===== src/rtl/io_stream_responder.sv =====
// io_stream_responder: CPU I/O port responder bridging to TX/RX byte FIFOs and a tick counter.
module io_stream_responder #(
    parameter int unsigned WIDTH     = 32,
    parameter int unsigned FIFO_AW   = 3,
    parameter logic [15:0] TX_ADDR   = 16'h1000,
    parameter logic [15:0] STAT_ADDR = 16'h2000,
    parameter logic [15:0] TICK_ADDR = 16'h4000
) (
    input  logic             clk,
    input  logic             resetq,
    input  logic [15:0]      io_addr,
    input  logic             io_write_enable,
    input  logic             io_read_enable,
    input  logic [WIDTH-1:0] io_wdata,
    output logic [WIDTH-1:0] io_data_in,
    output logic [7:0]       tx_data,
    output logic             tx_valid,
    input  logic             tx_ready,
    input  logic [7:0]       rx_data,
    input  logic             rx_valid,
    output logic             rx_ready
);

    localparam int unsigned DEPTH    = 1 << FIFO_AW;
    localparam int unsigned CW       = FIFO_AW + 1;
    localparam logic [CW-1:0] FULL_CNT = CW'(DEPTH);

    logic [7:0]         tx_mem [DEPTH];
    logic [7:0]         rx_mem [DEPTH];
    logic [FIFO_AW-1:0] tx_wr_ptr, tx_rd_ptr, rx_wr_ptr, rx_rd_ptr;
    logic [CW-1:0]      tx_count, rx_count;
    logic [CW-1:0]      tx_count_nxt, rx_count_nxt;
    logic               tx_ovf, rx_ovf, tx_ovf_nxt, rx_ovf_nxt;
    logic [WIDTH-1:0]   tick, tick_nxt;

    logic sel_tx, sel_stat, sel_tick;
    logic tx_wr, rx_rd, stat_wr, tick_wr;
    logic tx_full, tx_empty, rx_full, rx_nonempty;
    logic tx_pop, tx_push, tx_drop;
    logic rx_pop, rx_push, rx_drop;
    logic [5:0] status;

    // Address decode, FIFO handshakes and next-state values.
    always_comb begin
        sel_tx      = (io_addr == TX_ADDR);
        sel_stat    = (io_addr == STAT_ADDR);
        sel_tick    = (io_addr == TICK_ADDR);
        tx_wr       = io_write_enable & sel_tx;
        stat_wr     = io_write_enable & sel_stat;
        tick_wr     = io_write_enable & sel_tick;
        // a simultaneous write wins and suppresses the RX pop
        rx_rd       = io_read_enable & ~io_write_enable & sel_tx;

        tx_full     = (tx_count == FULL_CNT);
        tx_empty    = (tx_count == '0);
        rx_full     = (rx_count == FULL_CNT);
        rx_nonempty = (rx_count != '0);

        tx_pop      = tx_valid & tx_ready;
        tx_push     = tx_wr & (~tx_full | tx_pop);
        tx_drop     = tx_wr & ~tx_push;

        rx_pop      = rx_rd & rx_nonempty;
        // a byte arriving while full is taken when the CPU frees a slot in the same cycle
        rx_push     = rx_valid & (rx_ready | rx_pop);
        rx_drop     = rx_valid & ~rx_push;

        tx_count_nxt = tx_count + CW'(tx_push) - CW'(tx_pop);
        rx_count_nxt = rx_count + CW'(rx_push) - CW'(rx_pop);

        // new overflow beats a same-cycle clear
        tx_ovf_nxt = (tx_ovf & ~(stat_wr & io_wdata[4])) | tx_drop;
        rx_ovf_nxt = (rx_ovf & ~(stat_wr & io_wdata[5])) | rx_drop;

        tick_nxt = tick_wr ? (io_wdata + WIDTH'(1)) : (tick + WIDTH'(1));

        status = {rx_ovf, tx_ovf, rx_full, rx_nonempty, tx_empty, tx_full};
    end

    // Zero-latency read mux; the core samples this in the strobe cycle.
    always_comb begin
        io_data_in = '0;
        if (sel_tx) begin
            if (rx_nonempty) io_data_in = WIDTH'(rx_mem[rx_rd_ptr]);
        end else if (sel_stat) begin
            io_data_in = WIDTH'(status);
        end else if (sel_tick) begin
            io_data_in = tick;
        end
    end

    assign tx_data = tx_valid ? tx_mem[tx_rd_ptr] : 8'h00;

    // Control state: pointers, counts, handshake flags, sticky flags and tick.
    always_ff @(posedge clk or negedge resetq) begin
        if (!resetq) begin
            tx_wr_ptr <= '0;
            tx_rd_ptr <= '0;
            rx_wr_ptr <= '0;
            rx_rd_ptr <= '0;
            tx_count  <= '0;
            rx_count  <= '0;
            tx_valid  <= 1'b0;
            rx_ready  <= 1'b1;
            tx_ovf    <= 1'b0;
            rx_ovf    <= 1'b0;
            tick      <= '0;
        end else begin
            tx_wr_ptr <= tx_wr_ptr + FIFO_AW'(tx_push);
            tx_rd_ptr <= tx_rd_ptr + FIFO_AW'(tx_pop);
            rx_wr_ptr <= rx_wr_ptr + FIFO_AW'(rx_push);
            rx_rd_ptr <= rx_rd_ptr + FIFO_AW'(rx_pop);
            tx_count  <= tx_count_nxt;
            rx_count  <= rx_count_nxt;
            tx_valid  <= (tx_count_nxt != '0);
            rx_ready  <= (rx_count_nxt != FULL_CNT);
            tx_ovf    <= tx_ovf_nxt;
            rx_ovf    <= rx_ovf_nxt;
            tick      <= tick_nxt;
        end
    end

    // FIFO storage; contents are don't-care outside the valid window, so no reset.
    always_ff @(posedge clk) begin
        if (tx_push) tx_mem[tx_wr_ptr] <= io_wdata[7:0];
        if (rx_push) rx_mem[rx_wr_ptr] <= rx_data;
    end

endmodule


===== config.mk =====
export PLATFORM = sky130hd
export DESIGN_NAME = io_stream_responder
export DESIGN_NICKNAME = d
export VERILOG_FILES = /design/src/rtl/io_stream_responder.sv
export SDC_FILE = /design/constraint.sdc
export NUM_CORES = 1
export LEC_CHECK = 0
export CORE_ASPECT_RATIO = 0.9
export CORE_MARGIN = 2
export CORE_UTILIZATION = 50
export CTS_CLUSTER_DIAMETER = 200
export CTS_CLUSTER_SIZE = 12
export DETAILED_ROUTE_END_ITERATION = 6
export PLACE_DENSITY = 0.76
export SLEW_MARGIN = 20
export SYNTH_ARGS = -nofsm -noshare
export SYNTH_HDL_FRONTEND = slang
export SYNTH_SLANG_ARGS = --single-unit

===== constraint.sdc =====
create_clock -name clk -period 2.75 [get_ports clk]
set_input_delay 0.4125 -clock clk [delete_from_list [all_inputs] [get_ports clk]]
set_output_delay 0.4125 -clock clk [all_outputs]
set_load 0.02 [all_outputs]

* Word level (Yosys, flattened, before mapping) *
Memories as Yosys holds them, arrays and structs flattened.
Cells that the tools add are included.

cells by class
  add/sub/neg operators = 10
  multipliers = 0
  div/mod/pow operators = 0
  $lt $le $gt $ge = 0
  equal/unequal tests = 6
  shifts and indexed selects = 0
  muxes and demuxes = 10
  bitwise logic cells = 25
  reductions and logical operators = 3

operators by type and width
  cell                                             number
  two-way mux 32 bit                               4
  adder 32 x 1 -> 32 bit, second input constant    2
  == test 16 x 13 -> 1 bit, second input constant  1
  == test 16 x 14 -> 1 bit, second input constant  1
  == test 16 x 15 -> 1 bit, second input constant  1
  two-way mux 8 bit                                2
  bitwise AND 1 bit                                15
  adder 3 x 1 -> 3 bit                             4
  adder 4 x 1 -> 4 bit                             2
  == test 4 bit, second input constant             2
  nonzero test 4 bit                               2
  subtractor 4 x 1 -> 4 bit                        2
  NOT 1 bit                                        6
  logical NOT 4 bit                                1
  two-way mux 1 bit                                4
  != test 4 bit, second input constant             1
  OR 1 bit                                         4

storage, ports and cells
  flip-flop bits (word level) = 56
  latch bits = 0
  memory bits (writable) = 128
  bits in read-only memories = 0
  word-level logic and storage cells = 67
  memories = 2

memory list
  name    words  bits a word  read ports  clocked after Yosys merged registers in  write ports  RTL line  text
  rx_mem  8      8            1           0                                        1            29        logic [7:0] rx_mem [DEPTH];
  tx_mem  8      8            1           0                                        1            28        logic [7:0] tx_mem [DEPTH];

* Depth between registers and ports, before layout *
Gate-level depths: netlist (run 1).

  depth after elaboration = 9
  gate-level depth with buffers = 16

* Worst setup path before layout (run 1) *
Ideal clock, no wire load.

  path type = input to register
  start point = input io_addr[9]
  end point = register tick[22]
  setup time = 128 ps
  arrival = 3,613 ps
  setup slack = -991 ps
  stages on the path = 16
  path buffers = 4
  cells stage by stage = or4_4 -> nor4_1 -> and2_1 -> buf_4 -> buf_4 -> buf_4 -> nand2_1 -> nand2_1 -> ha_1 -> and4_1 -> clkbuf_1 -> nor3b_1 -> nand3_1 -> nand3b_1 -> and2_2 -> xor2_1

on the way
  longest elaborated chain between the ends = 3

RTL lines
  what                      RTL line  text
  start, declared           11        input logic [15:0] io_addr,
  == test 16 x 15 -> 1 bit  47        sel_tick = (io_addr == TICK_ADDR);
  bitwise AND 1 bit         50        tick_wr = io_write_enable & sel_tick;
  two-way mux 32 bit        75        tick_nxt = tick_wr ? (io_wdata + WIDTH'(1)) : (tick + WIDTH'(1));
  via tick_nxt[22]          34        logic [WIDTH-1:0] tick, tick_nxt;
  end signal, assigned      119       tick <= tick_nxt;
  end, declared             34

The timed path passes the listed nets, and every way through them passes these cells.

* Final worst setup path (run 1) *
  start point = input io_addr[1]
  end point = register tx_valid

on the way
  longest elaborated chain between the ends = 6

RTL lines
  what                       RTL line  text
  == test 16 x 13 -> 1 bit   45        sel_tx = (io_addr == TX_ADDR);
  bitwise AND 1 bit          48        tx_wr = io_write_enable & sel_tx;
  bitwise AND 1 bit          60        tx_push = tx_wr & (~tx_full | tx_pop);
  adder 4 x 1 -> 4 bit       68        tx_count_nxt = tx_count + CW'(tx_push) - CW'(tx_pop);
  subtractor 4 x 1 -> 4 bit  68
  via tx_count_nxt[1]        32        logic [CW-1:0] tx_count_nxt, rx_count_nxt;
  nonzero test 4 bit         115       tx_valid <= (tx_count_nxt != '0);
  end signal, assigned       115
  end, declared              17        output logic tx_valid,

The timed path passes the listed nets, and every way through them passes these cells.

==> flow_metrics.env, run 1 <==
export IMPL_status="finished, violations left"
export IMPL_violations="negative setup slack"
export IMPL_yosysSeqAreaShare_pct=59.1
export IMPL_drc_errors=0
export IMPL_grt_max_degree=30
export IMPL_drive_gt1_share_pct=34.8
export IMPL_via_per_inst=5.71
export IMPL_drtIter0Drc=477
export IMPL_startpoint_type="input port"
export IMPL_area_delta_synth_final_pct=36.0
export IMPL_critical_path_class="in2reg"
export IMPL_final_core_util_pct=69.0
export IMPL_maxCapViolCount=0
export IMPL_regArea_sq_um=5250
export IMPL_final_cell_area_sq_um=12100
export IMPL_cts_htree_levels=4
export IMPL_p_int_mw=5.63
export IMPL_synth_main_ff_cell="edfxtp_1"
export IMPL_synth_edf_count=128
export IMPL_place_area_sq_um=10900
export IMPL_syn_num_nets=734
export IMPL_r2r_end="rx_ready"
export IMPL_antennaDiodeCount=0
export IMPL_reg2reg_from="rx_count[3]"
export IMPL_p_seq_share_pct=44.2
export IMPL_yosys_area_top_type="edfxtp_1"
export IMPL_p_leak_nw=4.68
export IMPL_fmax_mhz=338
export IMPL_critPathSlowestCell="fa_1"
export IMPL_final_nets=952
export IMPL_synth_common_cells="edfxtp_1 (128), dfrtp_1 (55), nor2_1 (46), nand2_1 (42)"
export IMPL_wl_microns=23400
export IMPL_rows=46
export IMPL_cts_buffers=17
export IMPL_cts_tree="yes"
export IMPL_rsz0062_at_grt="yes"
export IMPL_numClockSinks=184
export IMPL_insertion_delay_ns=0.44
export IMPL_setup_viol=17
export IMPL_synth_area_sq_um=8880
export IMPL_slew_viol_final=0
export IMPL_layout_setup_ws_ns=-0.207
export IMPL_yosysMostFrequentCell="edfxtp_1"
export IMPL_cts_root_buf="clkbuf_16"
export IMPL_vias=6404
export IMPL_antenna_found_initial=0
export IMPL_p_total_mw=7.96
export IMPL_sw_frac_of_total_pct=29.2
export IMPL_clkPwrFrac_pct=30.9
export IMPL_synth_cell_type_count=58
export IMPL_required_ns=3.05
export IMPL_fin_crit_sh_pct=108
export IMPL_ff2ff_path_depth=13
export IMPL_power_density_nw_per_um2=659
export IMPL_place_congestion=0.903
export IMPL_whs_ns=0.357
export IMPL_wire_per_inst_microns=20.8
export IMPL_synth_avg_cell_area_sq_um=13.7
export IMPL_synth_top_cell_area_share_pct=43.3
export IMPL_fin_crit_ns=2.96
export IMPL_crit_path_cell_trace="dlygate4sd2_1 > buf_6 > nor4_4 > and4bb_2 > buf_4 > buf_6 > buf_6 > nand3_4 > o21ai_2 > ha_2 > inv_2 > fa_1 > inv_1 > or4_1"
export IMPL_p_switching_mw=2.33
export IMPL_relSlewSlack_pct=60.1
export IMPL_synthCells=650
export IMPL_ys_warn_count=0
export IMPL_dpl_hpwl_microns=15600
export IMPL_grt_pass1_wl_microns=34600
export IMPL_yosys_top_cells_area="edfxtp_1 (43%), dfrtp_1 (16%), mux4_2 (8.1%)"
export IMPL_cp_arrival_ns=3.26
export IMPL_synthArstFlopShare_pct=30.4
export IMPL_floorplan_initialDensity_pct=50.7
export IMPL_end_kind="flip-flop"
export IMPL_num_io_pins=104
export IMPL_vdd_drop_max_v=0.000595
export IMPL_skew_ns=0.0121
export IMPL_synth_seq_cells=184
export IMPL_slowest_delay_ns=0.49
export IMPL_hold_path_class="in2async"
export IMPL_finalHoldViolations=0
export IMPL_coreArea_sq_um=17500
export IMPL_grt_pass1_vias=6478
export IMPL_critPathMaxFanout=3
export IMPL_firstDrtPassIters=5
export IMPL_fp_dieH_microns=130
export IMPL_crit_path_frequent_cell="buf_6"
export IMPL_fillCellCount=1197
export IMPL_overflow=0
export IMPL_io_buffer_count=103
export IMPL_worstMarginPinSlew_ns=0.598
export IMPL_die_width_microns=144
export IMPL_grtUsageTotal_pct=24.7
export IMPL_clk_pin_slew_worst_paths_ns=0.08
export IMPL_comb_power_share_pct=24.9
export IMPL_r2r_slack_ns=0.05
export IMPL_die_area_sq_um=18800
export IMPL_multiInputGateArea_sq_um=3830
export IMPL_ant_nets=0
export IMPL_clk_path_buf_depth=2
[critical path: cells and delay by family]
family,cells,cell delay (ns)
buffers and inverters,7,0.81
AO/OA/AOI/OAI,1,0.15
AND/OR/NAND/NOR,4,1.18
adder cells (fa/ha/maj),2,0.69
[how the worst max path moves through the flow]
stage           startpoint  endpoint  slack, ns  depth (start not counted)
2_1_floorplan   io_addr[6]  tick[22]      -0.58                         16
3_3_place_gp    io_addr[6]  rx_ready      -0.94                         13
3_5_place_dp    io_addr[5]  rx_ready      -1.04                         13
4_1_cts        io_addr[10]  rx_ready      -0.16                         13
5_1_grt         io_addr[1]  rx_ready      -0.31                         15
6_report        io_addr[1]  tx_valid      -0.21                         14
[routing by layer]
| metal | share of wire, % | GRT usage [%] |
|---|---|---|
| met1 | 40 | 32.1 |
| met5 | 0 | 0 |
| met3 | 6.1 | 4.34 |
| met4 | 2.4 | 7.94 |
| met2 | 51 | 42.7 |
[layout make-up]
cell class	count	area share [%]
clock buffers	18	3.55
flip-flops and latches	184	43.5
repair buffers	222	16.9
clock inverters	14	1.37
well taps	240	2.49
multi-input cells	426	31.7
inverters	17	0.529
[per-stage QoR]
stage / TNS (ns) / setup WS (ns) / cells
after detailed placement: -85.74 / -1.04 / 1061
after CTS: -1.16 / -0.158 / 1115
final: -1.74 / -0.207 / 1121
after global placement: -76.33 / -0.941 / 1061
after floorplan: -6.79 / -0.580 / 650
after global routing: -4.89 / -0.313 / 1121
[power groups by stage]
stage / combinational [mW] / sequential [mW] / clock [mW]
finish: 1.98 / 3.52 / 2.46
global route: 2.16 / 3.54 / 2.60
CTS: 2.00 / 3.51 / 2.49
detailed placement: 1.92 / 3.55 / 0
global placement: 1.84 / 3.53 / 0
floorplan: 1.19 / 3.45 / 0
[what timing repair did]
| item | in CTS | in global routing |
|---|---|---|
| resized for setup | 217 | 49 |
| hold endpoints to repair | 6 | 0 |
| hold buffers | 1 | 0 |
| setup buffers | 23 | 9 |
| pin swaps | 36 | 26 |
| endpoints found under the setup margin | 119 | 54 |
| gates cloned | 0 | 1 |
[cell usage in the layout, fill, tap and decap left out, drive strengths merged, types with 3 or more instances in the layout]
cell type      instances
a21oi                 21
a22oi                  3
a31oi                  4
a32oi                  3
and2                   3
and3                  31
and4                   7
buf                  136
clkbuf                23
clkdlybuf4s15         22
clkdlybuf4s50         46
clkinv                 3
clkinvlp               3
dfrtp                 55
dlygate4sd2            7
dlymetal6s2s           5
edfxtp               128
ha                    20
inv                   23
mux2i                 26
mux4                  32
nand2                 42
nand2b                 5
nand3                 22
nand4                 26
nor2                  46
nor2b                 12
nor3                  14
nor4                   9
o21ai                 11
or4                    6
xnor2                 32
xor2                  27
[kinds of logic after synthesis]
family          Yosys count  synth area share [%]
flops                   184                  59.1
mux                      60                  11.3
xor+xnor                 59                  5.82
compound gates           50                  3.45
simple gates            235                  15.1
buf+inv                  40                  1.96
fa+ha+maj                22                  3.27
[sequential cells by signal, indices dropped and copies added (netlist names), 4 cells and up]
signal	flops
rx_count	4
tx_count	4
rx_mem	64
tx_mem	64
tick	32
Note: power is estimated with default switching activity, not from simulation.
==> inputs of run 2 (changes only) <==
- CORE_UTILIZATION: 50 -> 40
- CTS_BUF_LIST: not set -> sky130_fd_sc_hd__clkbuf_4
- PLACE_DENSITY: 0.76 -> 0.64
==> flow_metrics.env, run 2 (synthesized netlist as in run 1, its figures left out) <==
export IMPL_top_regs="rx_mem: 64 flops, tx_mem: 64 flops, tick: 32 flops"
export IMPL_cts_buffers=17
export IMPL_antenna_found_initial=1
export IMPL_layout_setup_ws_ns=-0.0132
export IMPL_drtIter0Drc=404
export IMPL_rows=51
export IMPL_fin_crit_sh_pct=100
export IMPL_drive_gt1_share_pct=31.4
export IMPL_clk_pin_slew_worst_paths_ns=0.18
export IMPL_rsz0062_at_grt="yes"
export IMPL_setup_viol=1
export IMPL_fmax_mhz=362
export IMPL_maxCapViolCount=0
export IMPL_floorplan_initialDensity_pct=40.9
export IMPL_grtUsageTotal_pct=19.7
export IMPL_via_per_inst=5.33
export IMPL_clk_path_buf_depth=2
export IMPL_fp_dieH_microns=145
export IMPL_fin_crit_ns=2.76
export IMPL_startpoint_type="input port"
export IMPL_final_cell_area_sq_um=11600
export IMPL_cts_htree_levels=4
export IMPL_ant_nets=0
export IMPL_status="finished, violations left"
export IMPL_end_kind="flip-flop"
export IMPL_relSlewSlack_pct=55.5
export IMPL_fillCellCount=1861
export IMPL_vdd_drop_max_v=0.000565
export IMPL_required_ns=3.27
export IMPL_grt_max_degree=36
export IMPL_layout_commonest_cell="edfxtp_1"
export IMPL_place_area_sq_um=11000
export IMPL_critPathMaxFanout=4
export IMPL_grt_pass1_vias=6471
export IMPL_pre_cts_ws_ns=-1.01
export IMPL_worstMarginPinSlew_ns=0.662
export IMPL_wl_microns=22600
export IMPL_coreArea_sq_um=21700
export IMPL_num_io_pins=104
export IMPL_hold_path_class="in2async"
export IMPL_finalHoldViolations=0
export IMPL_cts_tree="yes"
export IMPL_place_congestion=0.923
export IMPL_slew_viol_final=0
export IMPL_wire_per_inst_microns=19.4
export IMPL_grt_pass1_wl_microns=35400
export IMPL_r2r_slack_ns=0.09
export IMPL_power_density_nw_per_um2=616
export IMPL_firstDrtPassIters=5
export IMPL_overflow=0
export IMPL_final_core_util_pct=53.7
export IMPL_drc_errors=0
export IMPL_final_cells=1165
export IMPL_insertion_delay_ns=0.61
export IMPL_violations="negative setup slack"
export IMPL_cp_arrival_ns=3.28
export IMPL_die_area_sq_um=23400
export IMPL_p_leak_nw=4.44
export IMPL_numPlacedInstances=1111
export IMPL_cts_root_buf="clkbuf_4"
export IMPL_area_delta_synth_final_pct=31.2
export IMPL_skew_ns=0.0356
export IMPL_vias=6208
export IMPL_io_buffer_count=103
export IMPL_fin_tns_setup_ns=-0.0132
export IMPL_critical_path_class="in2reg"
export IMPL_final_cell_mix="edfxtp_1 (128), buf_4 (104), dfrtp_1 (54)"
export IMPL_final_nets=944
export IMPL_numClockSinks=184
export IMPL_dpl_hpwl_microns=16200
export IMPL_die_width_microns=161
run 2: changes by cell type in the layout (fill, tap and decap cells not counted), moves of 6 or more:
cell and delta:
clkbuf_16 -18, clkbuf_4 +17, clkdlybuf4s15_1 +16, buf_6 -15, clkdlybuf4s15_2 -15, buf_4 +7
nand2_1 +6
run 2: final cells by class:
class | instances | area (sq um) | area share [%]
Inverter | 17 | 63.8 | 0.548
Multi-Input combinational cell | 426 | 3760 | 32.3
Sequential cell | 184 | 5250 | 45.1
Clock buffer | 17 | 128 | 1.10
Clock inverter | 15 | 199 | 1.71
Timing Repair Buffer | 214 | 1880 | 16.1
Tap cell | 291 | 364 | 3.13
Antenna cell | 1 | 2.50 | 0.0215
run 2: metrics by stage:
stage / hold slack [ns] / total power, mW
3_3_place_gp: 0.440 / 5.38
6_report: 0.317 / 7.17
5_1_grt: 0.302 / 7.53
2_1_floorplan: 0.117 / 4.63
3_5_place_dp: 0.452 / 5.49
4_1_cts: 0.301 / 7.21
run 2: critical path: stages:
cell and delay (ns):
buf_6 0.09, or4_4 0.55, and4bb_2 0.37, nand3_4 0.09
nor2b_4 0.16, buf_4 0.14, ha_4 0.12, inv_1 0.04
ha_1 0.27, a21o_1 0.19, a21oi_2 0.15, xor2_1 0.22
or4b_4 0.48
run 2: where the power goes:
group	total (mW)	leakage, nW	switching, mW	internal, mW
Clock	1.62	0.173	1.15	0.470
Sequential	3.50	1.85	0.235	3.26
Combinational	2.05	2.41	1.01	1.04
run 2: timing repair:
| item | 4_1_cts | 5_1_grt |
|---|---|---|
| setup endpoints to repair | 52 | 44 |
| hold buffers | 1 | 0 |
| gates cloned | 1 | 0 |
| resized for setup | 205 | 23 |
| setup buffers | 13 | 7 |
| endpoints found under the hold margin | 21 | 0 |
| pin swaps | 18 | 17 |
run 2: path summary, 6_finish.rpt:
path,start,end,cells past startpoint
max in group asynchronous,resetq,tx_rd_ptr[0],3
hold reg to reg,tx_ovf,tx_ovf,2
min in group clk,io_addr[13],tick[31],4
setup reg to reg,rx_count[2],rx_ready,13
setup / recovery,io_addr[7],rx_ready,13
hold / removal,resetq,tick[26],2
run 2: per-layer routing:
layer,track usage [%],routed length (microns),up-vias
met5,0,0,-
met4,6.47,495,0
met3,3.96,1100,28
met2,32.9,11400,187
met1,25.8,9520,3094
li1,-,-,2899
==> inputs of run 3 (changes only) <==
- GPL_ROUTABILITY_DRIVEN: not set -> 0
- PLACE_DENSITY: 0.64 -> 0.61
- SLEW_MARGIN: 20 -> not set
- clock period: 2.75 -> 3.02 ns (I/O delays scaled with it)
==> flow_metrics.env, run 3 (synthesized netlist as in run 1, its figures left out) <==
export IMPL_worstMarginPinSlew_ns=0.628
export IMPL_fin_crit_sh_pct=98.6
export IMPL_critPathMaxFanout=4
export IMPL_relSlewSlack_pct=57.8
export IMPL_vdd_drop_max_v=0.000391
export IMPL_startpoint_type="input port"
export IMPL_finalHoldViolations=0
export IMPL_num_io_pins=104
export IMPL_numPlacedInstances=1109
export IMPL_floorplan_initialDensity_pct=40.9
export IMPL_clk_pin_slew_worst_paths_ns=0.17
export IMPL_r2r_slack_ns=0.23
export IMPL_fin_crit_ns=2.98
export IMPL_hold_path_class="in2async"
export IMPL_whs_ns=0.294
export IMPL_vias=6114
export IMPL_fmax_mhz=336
export IMPL_cp_arrival_ns=3.47
export IMPL_final_cell_mix="edfxtp_1 (128), buf_4 (99), dfrtp_1 (55)"
export IMPL_final_core_util_pct=52.6
export IMPL_clk_path_buf_depth=2
export IMPL_insertion_delay_ns=0.57
export IMPL_wire_per_inst_microns=18.7
export IMPL_top_regs="rx_mem: 64 flops, tx_mem: 64 flops, tick: 32 flops"
export IMPL_final_nets=930
export IMPL_end_kind="flip-flop"
export IMPL_ff2ff_path_depth=12
export IMPL_p_leak_nw=4.48
export IMPL_layout_commonest_cell="edfxtp_1"
export IMPL_crit_path_frequent_cell="inv_2"
export IMPL_reg2reg_from="rx_count[1]"
export IMPL_final_cells=1151
export IMPL_layout_setup_ws_ns=0.0420
export IMPL_io_buffer_count=103
export IMPL_cp_depth=13
export IMPL_p_total_mw=6.32
export IMPL_area_delta_synth_final_pct=28.5
export IMPL_critical_path_class="in2reg"
export IMPL_grt_pass1_wl_microns=34200
export IMPL_required_ns=3.51
export IMPL_skew_ns=0.0271
export IMPL_fp_dieH_microns=145
export IMPL_rsz0062_at_grt="no"
export IMPL_path_buf_inv=5
export IMPL_die_area_sq_um=23400
export IMPL_setup_viol=0
export IMPL_via_per_inst=5.31
export IMPL_grt_pass1_vias=6269
export IMPL_maxCapViolCount=0
export IMPL_crit_start="io_addr[6]"
export IMPL_wl_microns=21500
export IMPL_firstDrtPassIters=4
export IMPL_slowest_delay_ns=0.55
export IMPL_status="complete, no violations"
export IMPL_drtIter0Drc=341
export IMPL_rows=51
export IMPL_power_density_nw_per_um2=554
export IMPL_cts_htree_levels=4
export IMPL_overflow=0
export IMPL_die_width_microns=161
export IMPL_r2r_end="rx_ready"
export IMPL_cts_tree="yes"
export IMPL_drive_gt1_share_pct=26.2
export IMPL_pre_cts_ws_ns=-0.813
export IMPL_cts_root_buf="clkbuf_4"
export IMPL_dpl_hpwl_microns=15900
export IMPL_critPathSlowestCell="or4_4"
export IMPL_antenna_found_initial=1
export IMPL_grtUsageTotal_pct=18.8
export IMPL_ant_nets=0
export IMPL_slew_viol_final=0
export IMPL_numClockSinks=184
export IMPL_grt_max_degree=42
export IMPL_crit_path_cell_trace="dlygate4sd2_1 > or4_4 > and4bb_2 > nand3_4 > nor2b_4 > buf_6 > ha_4 > inv_2 > ha_2 > inv_2 > fa_2 > inv_2 > or4b_4"
export IMPL_cts_buffers=17
export IMPL_crit_end="rx_ready"
export IMPL_drc_errors=0
export IMPL_cp_top_family="simple AND/OR/NAND/NOR gates"
export IMPL_coreArea_sq_um=21700
[run 3: cell types whose count changed in the layout (fill, tap and decap cells not counted), moves of 5 or more]
cell,before,now
buf_2,12,1
buf_4,104,99
buf_6,12,2
clkdlybuf4s15_1,17,1
clkdlybuf4s15_2,6,0
dlygate4sd2_1,7,35
dlymetal6s2s_1,2,8
nor3_1,8,13
nor3_2,5,0
[run 3: what timing repair did]
action                                 4_1_cts  5_1_grt
pin swaps                                   10        8
setup endpoints to repair                   47       24
setup buffers                                5        3
resized for setup                          118       17
endpoints found under the hold margin       15        0
hold buffers                                 1        0
[run 3: where the power goes]
| part | internal [mW] | leakage (nW) | switching [mW] | total (mW) |
|---|---|---|---|---|
| Combinational | 0.896 | 2.47 | 0.867 | 1.76 |
| Sequential | 2.97 | 1.85 | 0.207 | 3.17 |
| Clock | 0.459 | 0.161 | 0.921 | 1.38 |
[run 3: worst reg2reg max path, delay by kind of cell (launching register included)]
kind,cells,cell delay [ns]
adder cells (fa/ha/maj),3,0.92
buffers and inverters,3,0.12
AND/OR/NAND/NOR,5,1.07
flip-flops,1,0.47
AO/OA/AOI/OAI,1,0.15
[run 3: layout make-up]
class | count | area (sq um)
Clock inverter | 14 | 161
Inverter | 17 | 63.8
Antenna cell | 1 | 2.50
Multi-Input combinational cell | 426 | 3680
Timing Repair Buffer | 200 | 1760
Clock buffer | 18 | 135
Tap cell | 291 | 364
Fill cell | 1870 | 10300
Sequential cell | 184 | 5250
[run 3: worst min path at each step]
stage	start	end	slack, ns	depth (start not counted)
after detailed placement	resetq	tick[26]	0.39	1
after floorplan	resetq	rx_count[0]	0.16	0
after CTS	resetq	tick[26]	0.27	2
after global routing	resetq	tick[11]	0.27	2
after global placement	resetq	tick[26]	0.39	1
final	resetq	tick[10]	0.29	2
[run 3: metrics by stage]
step                area, sq um  TNS [ns]
global route              11400         0
global placement          10900    -41.37
CTS                       11300         0
floorplan                  8980     -2.06
finish                    11400         0
detailed placement        10900    -44.87
[run 3: per-layer routing]
layer | vias up | GRT usage (%) | wire [microns]
met4 | 0 | 4.69 | 282
met2 | 140 | 32.0 | 10800
met1 | 3071 | 25.1 | 9610
met5 | - | 0 | 0
met3 | 20 | 3.28 | 819
li1 | 2883 | - | -
